**src/rtl/hockey_menu_ctrl.sv**
```systemverilog
// E-Hockey screen sequencer: button debounce, menu mode select, MENU/COUNTDOWN/PLAY/GAMEOVER FSM, scoring.
// Build option: define HOCKEY_MODE_WRAP_EN to make mode wrap (7->0, 0->7) instead of saturating.
`timescale 1ns/1ps

module hockey_btn_db #(
  parameter int DB_CYCLES = 250000
) (
  input  logic clk,
  input  logic rst,
  input  logic raw,
  output logic press
);

  localparam int CW = $clog2(DB_CYCLES);
  localparam logic [CW-1:0] CNT_LAST = CW'(DB_CYCLES - 1);

  logic          sync1, sync2;
  logic          db, db_d;
  logic [CW-1:0] cnt;

  // NOTE: sequential state uses non-blocking assignments so every flop samples the pre-edge values.
  always_ff @(posedge clk or posedge rst) begin
    if (rst) begin
      sync1 <= 1'b0;
      sync2 <= 1'b0;
      db    <= 1'b0;
      db_d  <= 1'b0;
      cnt   <= '0;
      press <= 1'b0;
    end else begin
      sync1 <= raw;
      sync2 <= sync1;
      db_d  <= db;
      press <= db & ~db_d;
      // The counter only advances while the synced level disagrees with the accepted one.
      if (sync2 == db) begin
        cnt <= '0;
      end else if (cnt == CNT_LAST) begin
        db  <= sync2;
        cnt <= '0;
      end else begin
        cnt <= cnt + CW'(1);
      end
    end
  end

endmodule

module hockey_menu_ctrl #(
  parameter int DB_CYCLES = 250000,
  parameter int CD_FRAMES = 180,
  parameter int GO_FRAMES = 300
) (
  input  logic       clk,
  input  logic       rst,
  input  logic       btn_up,
  input  logic       btn_down,
  input  logic       btn_sel,
  input  logic       frame_tick,
  input  logic       goal_p1,
  input  logic       goal_p2,
  output logic [2:0] mode,
  output logic [1:0] screen,
  output logic       game_en,
  output logic       game_clr,
  output logic [2:0] score_p1,
  output logic [2:0] score_p2,
  output logic [1:0] winner,
  output logic [1:0] cd_digit
);

  typedef enum logic [1:0] {
    ST_MENU  = 2'd0,
    ST_CD    = 2'd1,
    ST_PLAY  = 2'd2,
    ST_OVER  = 2'd3
  } state_t;

  localparam int F_MAX = (CD_FRAMES > GO_FRAMES) ? CD_FRAMES : GO_FRAMES;
  localparam int FW    = $clog2(F_MAX + 1);
  localparam logic [FW-1:0] CD_LAST = FW'(CD_FRAMES - 1);
  localparam logic [FW-1:0] GO_LAST = FW'(GO_FRAMES - 1);
  localparam logic [FW-1:0] CD_T1   = FW'(CD_FRAMES / 3);
  localparam logic [FW-1:0] CD_T2   = FW'((2 * CD_FRAMES) / 3);

  logic ev_up, ev_down, ev_sel;

  hockey_btn_db #(.DB_CYCLES(DB_CYCLES)) u_db_up (
    .clk(clk), .rst(rst), .raw(btn_up), .press(ev_up)
  );
  hockey_btn_db #(.DB_CYCLES(DB_CYCLES)) u_db_down (
    .clk(clk), .rst(rst), .raw(btn_down), .press(ev_down)
  );
  hockey_btn_db #(.DB_CYCLES(DB_CYCLES)) u_db_sel (
    .clk(clk), .rst(rst), .raw(btn_sel), .press(ev_sel)
  );

  state_t        state, state_n;
  logic [FW-1:0] fcnt, fcnt_n;
  logic [2:0]    mode_n, sc1_n, sc2_n;
  logic [1:0]    win_n, digit_n;
  logic          clr_n, en_n;

  // Scores are compared in 4 bits because the win target reaches 8 when mode is 7.
  logic [3:0] tgt, n1, n2;
  logic       hit1, hit2;

  assign tgt  = {1'b0, mode} + 4'd1;
  assign n1   = {1'b0, score_p1} + {3'b000, goal_p1};
  assign n2   = {1'b0, score_p2} + {3'b000, goal_p2};
  assign hit1 = goal_p1 && (n1 == tgt);
  assign hit2 = goal_p2 && (n2 == tgt);

  assign screen = state;

  // NOTE: every variable below gets a default first, so no path through the case can infer a latch.
  always_comb begin
    state_n = state;
    fcnt_n  = fcnt;
    mode_n  = mode;
    sc1_n   = score_p1;
    sc2_n   = score_p2;
    win_n   = winner;
    clr_n   = 1'b0;

    unique case (state)
      ST_MENU: begin
        if (ev_sel) begin
          sc1_n   = 3'd0;
          sc2_n   = 3'd0;
          win_n   = 2'd0;
          clr_n   = 1'b1;
          state_n = ST_CD;
          fcnt_n  = '0;
        end else if (ev_up && !ev_down) begin
`ifdef HOCKEY_MODE_WRAP_EN
          mode_n = mode + 3'd1;
`else
          if (mode != 3'd7) mode_n = mode + 3'd1;
`endif
        end else if (ev_down && !ev_up) begin
`ifdef HOCKEY_MODE_WRAP_EN
          mode_n = mode - 3'd1;
`else
          if (mode != 3'd0) mode_n = mode - 3'd1;
`endif
        end
      end

      ST_CD: begin
        if (frame_tick) begin
          if (fcnt == CD_LAST) begin
            state_n = ST_PLAY;
            fcnt_n  = '0;
          end else begin
            fcnt_n = fcnt + FW'(1);
          end
        end
      end

      ST_PLAY: begin
        if (goal_p1 && score_p1 != 3'd7) sc1_n = score_p1 + 3'd1;
        if (goal_p2 && score_p2 != 3'd7) sc2_n = score_p2 + 3'd1;
        if (hit1 || hit2) begin
          win_n   = {hit2, hit1};
          state_n = ST_OVER;
          fcnt_n  = '0;
        end else if (goal_p1 || goal_p2) begin
          clr_n = 1'b1;
        end
      end

      ST_OVER: begin
        if (ev_sel) begin
          state_n = ST_MENU;
          fcnt_n  = '0;
        end else if (frame_tick) begin
          if (fcnt == GO_LAST) begin
            state_n = ST_MENU;
            fcnt_n  = '0;
          end else begin
            fcnt_n = fcnt + FW'(1);
          end
        end
      end

      default: state_n = ST_MENU;
    endcase

    en_n = (state_n == ST_PLAY);

    if (state_n != ST_CD)  digit_n = 2'd0;
    else if (fcnt_n < CD_T1) digit_n = 2'd3;
    else if (fcnt_n < CD_T2) digit_n = 2'd2;
    else                     digit_n = 2'd1;
  end

  always_ff @(posedge clk or posedge rst) begin
    if (rst) begin
      state    <= ST_MENU;
      fcnt     <= '0;
      mode     <= 3'd0;
      score_p1 <= 3'd0;
      score_p2 <= 3'd0;
      winner   <= 2'd0;
      game_clr <= 1'b0;
      game_en  <= 1'b0;
      cd_digit <= 2'd0;
    end else begin
      state    <= state_n;
      fcnt     <= fcnt_n;
      mode     <= mode_n;
      score_p1 <= sc1_n;
      score_p2 <= sc2_n;
      winner   <= win_n;
      game_clr <= clr_n;
      game_en  <= en_n;
      cd_digit <= digit_n;
    end
  end

endmodule
```
**config.mk**
```make
export PLATFORM = sky130hd
export DESIGN_NAME = hockey_menu_ctrl
export DESIGN_NICKNAME = d
export VERILOG_FILES = /design/src/rtl/hockey_menu_ctrl.sv
export SDC_FILE = /design/constraint.sdc
export NUM_CORES = 1
export LEC_CHECK = 0
export ABC_AREA = 1
export CAP_MARGIN = 20
export CORE_ASPECT_RATIO = 2
export CORE_MARGIN = 4
export CORE_UTILIZATION = 50
export DETAILED_ROUTE_END_ITERATION = 6
export GPL_TIMING_DRIVEN = 0
export PLACE_DENSITY = 0.68
export SYNTH_ARGS = -nofsm -noshare
export SYNTH_HDL_FRONTEND = slang
export SYNTH_HIERARCHICAL = 1
export SYNTH_SLANG_ARGS = --single-unit
```
**constraint.sdc**
```tcl
create_clock -name clk -period 2.55 [get_ports clk]
set_clock_uncertainty 0.2 [all_clocks]
set_input_delay 0.3825 -clock clk [delete_from_list [all_inputs] [get_ports clk]]
set_output_delay 0.3825 -clock clk [all_outputs]
set_load 0.05 [all_outputs]
```
==> reports/summary.txt <==
Most common library cells after synthesis: nand2_1, nor2_1, dfrtp_1
Yosys top cell area share: 42.97%
Setup CP Type: register to register
Power Internal: 3098 uW
Sequential Area: 2380 um^2
Grt total ovfl: 0
Critical Path Max Stage Delay: 0.44 ns
Fill count: 986
IO Port Bufs: 24
Pleak: 0.002955 uW
# nets final: 764
Inst Count DP: 861
# setup viols final: 0
VDD IR-drop max: 0.4648 mV
Post-synth EDFFs: 0
Min-delay src: u_db_sel/sync1
Data required time of the worst path: 2.62 ns
CP Max Fanout: 8
Die span in y: 156.8 um
Worst hold margin: 0.1510 ns
Synth area leaders: dfrtp_1, nand2_1, nor2_1
Final Hold Fails: 0
CP Data Arrival Time: 2.43 ns
Max Fclk: 423.6 MHz
CTS sink count: 95
Total number of vias: 4526
Status: finished, final reports clean
Cell Area, Synth: 5533 um^2
Multi-input gate area: 2815 um^2
RSZ-0062 raised after global routing: false
Post-synthesis async set-or-reset flop share: 100.0%
Reg power frac: 36.9%
WHS Endpoint: u_db_sel/sync2
DRT iter0 DRCs: 171
Final min period: 2.360 ns
Drt total wl: 11450 um
Clk_lat worst skew: 0.34 ns
Ant. Diodes: 0
Root Buffer: clkbuf_16
Top FF cell, synth: dfrtp_1
# DRC: 0
Inserted Clock Buffers: 9
Dpl hpwl: 8881 um
Yosys reg bits: 95
R2r worst-path depth: 14
Period utilization: 92.57%
Rows: 54
GRT Util Overall: 19.66%
Worst R2R End: cd_digit[0]
Max_cap viols: 0
Clock buffer depth: 2
Number of global-route vias before repair: 4589
Reg-to-reg startpoint: score_p1[0]
Gpl congestion: 0.9691
Die span in x: 82.38 um
Pin slew with the least headroom to its limit: 0.8599 ns
Post-synthesis sequential area ratio: 42.97%
Startpoint types: register
Vias per Instance: 5.120
Crit-path most repeated cell: nand2_1
Initial core utilization: 50.86%
CP max stage cell: dfrtp_1
CTS tree: yes
Reg-to-reg slack, setup: 0.19 ns
Layout area overhead: 15.20%
Worst Hold Depth: 0
Detailed Routing Iterations Pass 1: 5
Most common cell in the netlist: nand2_1
Switching Fraction: 39.24%
Pin count of the biggest net entering global routing: 27
Total nets after synthesis: 722
Hold-fix buffers, CTS: 0
Clk pwr share: 26.8%
Die area: 12910 um^2
DP Worst Slack: -0.3421 ns
H-Tree Depth: 3
Layout cell share with drive strength beyond 1: 15.19%
CP Cell Sequence: ha_2 > ha_1 > inv_1 > nand2_1 > nand3_1 > nor2_2 > nand3_4 > nand4_1 > nand2_1 > nor2_2 > nand2_2 > nor2_1 > nand2_1 > a21oi_2
Fin cells: 884
Hold Path Class: register to register
Combinational share of power: 36.3%
IO Pins: 25
Drt wl/cell: 12.95 um
Setup crit end kind: register
First-pass GRT wire length: 19690 um
Yosys cell types: 35
Pwr per Cell Area: 799.9 nW/um^2
Initial antenna violation count: 0
Mapped Cells: 697
Core Region: 10880 um^2
Fin worst setup slack: 0.1895 ns
Clock transition at path regs: 0.07 ns
Final ANT Viol Nets: 0
Psw: 2001 uW
Slew Viols, Final: 0
Synthesized area per cell: 7.938 um^2
Slew headroom: 42.61%
Cell taking the most area after synthesis: dfrtp_1
Synth warn: 6
## per-layer routing
layer | global-route usage [%] | routed length [um] | part of all wire [%] | up-vias
li1 | - | - | - | 2269
met3 | 3.053 | 333 | 2.9 | 42
met2 | 35.22 | 6351 | 55 | 98
met1 | 20.37 | 4181 | 37 | 2117
met5 | 0 | 0 | 0 | -
met4 | 12.52 | 584 | 5.1 | 0
## worst max path at each step
| stage | startpoint | end | slack [ns] | cells past startpoint |
|---|---|---|---|---|
| global route | score_p1[0] | cd_digit[0] | 0.02 | 14 |
| CTS | goal_p1 | cd_digit[0] | 0.02 | 15 |
| finish | score_p1[0] | cd_digit[0] | 0.19 | 14 |
| global placement | goal_p2 | cd_digit[1] | -0.25 | 11 |
| floorplan | mode[0] | cd_digit[0] | 0.04 | 15 |
| detailed placement | goal_p1 | cd_digit[0] | -0.34 | 15 |
## logic make-up (layout without fill, tap and decap cells)
family                   after synthesis  in the layout  share of synthesized area (%)
adder cells (fa/ha/maj)               17             17                          3.980
AND/OR/NAND/NOR                      410            410                          35.41
flip-flops                            95             95                          42.97
XOR/XNOR                              41             41                          6.897
buffers and inverters                 98            145                          6.830
AO/OA/AOI/OAI                         34             34                          3.505
multiplexers                           2              2                         0.4070
## layout make-up
type | count | area share [%]
plain buffers | 4 | 0.3926
clock buffers | 10 | 3.750
multi-input cells | 504 | 44.17
repair buffers | 31 | 4.986
well taps | 140 | 2.748
clock inverters | 6 | 1.080
flip-flops and latches | 95 | 37.34
inverters | 94 | 5.536
## metrics by stage
stage | area, um^2 | util [%] | TNS, ns | power, uW
after floorplan | 5533 | - | 0 | 3242
after global placement | 5948 | 54.68 | -0.8072 | 3695
after detailed placement | 5948 | 54.68 | -1.168 | 3743
after CTS | 6287 | 57.80 | 0 | 5134
after global routing | 6374 | 58.59 | 0 | 5439
final | 6374 | 58.59 | 0 | 5099
## critical path, delay by kind of cell, from the launching register on
| family | cells | cell delay [ns] |
|---|---|---|
| AOI/OAI and AO/OA | 1 | 0.11 |
| adders and majority gates | 2 | 0.50 |
| buffers and inverters | 1 | 0.04 |
| DFF | 1 | 0.44 |
| and+or+nand+nor | 10 | 1.01 |
## timing repair
item                                    4_1_cts  5_1_grt
pin swaps                                     0        2
buffers inserted                              4        2
endpoints found under the setup margin        2        2
gates resized for setup                       1        9
## flip-flops by register name (all words and copies together) (netlist names), 2 cells and up
register       cells
score_p1           3
screen             2
winner             2
u_db_down/cnt     18
u_db_up/cnt       18
u_db_sel/cnt      18
cd_digit           2
mode               3
fcnt               9
score_p2           3
## power by group through the flow
| stage | clock network, uW | logic [uW] | registers [uW] |
|---|---|---|---|
| after CTS | 1410 | 1840 | 1880 |
| after global placement | 0 | 1790 | 1900 |
| after global routing | 1490 | 2050 | 1900 |
| after detailed placement | 0 | 1830 | 1910 |
| final | 1370 | 1850 | 1880 |
| after floorplan | 0 | 1060 | 2190 |
## layout by cell type (no fill, tap or decap), types with 2 or more instances in the layout
cell type        instances
a21oi_1                 15
buf_2                    2
buf_4                    7
clkbuf_16                9
clkdlybuf4s50_1         22
clkinv_1                 3
clkinv_4                 2
dfrtp_1                 93
dfrtp_2                  2
dlymetal6s2s_1           2
ha_1                    13
ha_4                     2
inv_1                   77
inv_2                   14
mux2_2                   2
nand2_1                143
nand2_2                 19
nand2_4                  4
nand3_1                 58
nand3_2                  5
nand3_4                  2
nand4_1                 19
nor2_1                 123
nor2_2                  12
nor2_4                  15
nor3_1                   5
nor3b_1                  2
o21ai_0                 11
o21bai_1                 3
or2_2                    2
xnor2_1                 14
xnor2_2                  3
xor2_1                  24
(Power assumes the default switching activity.)
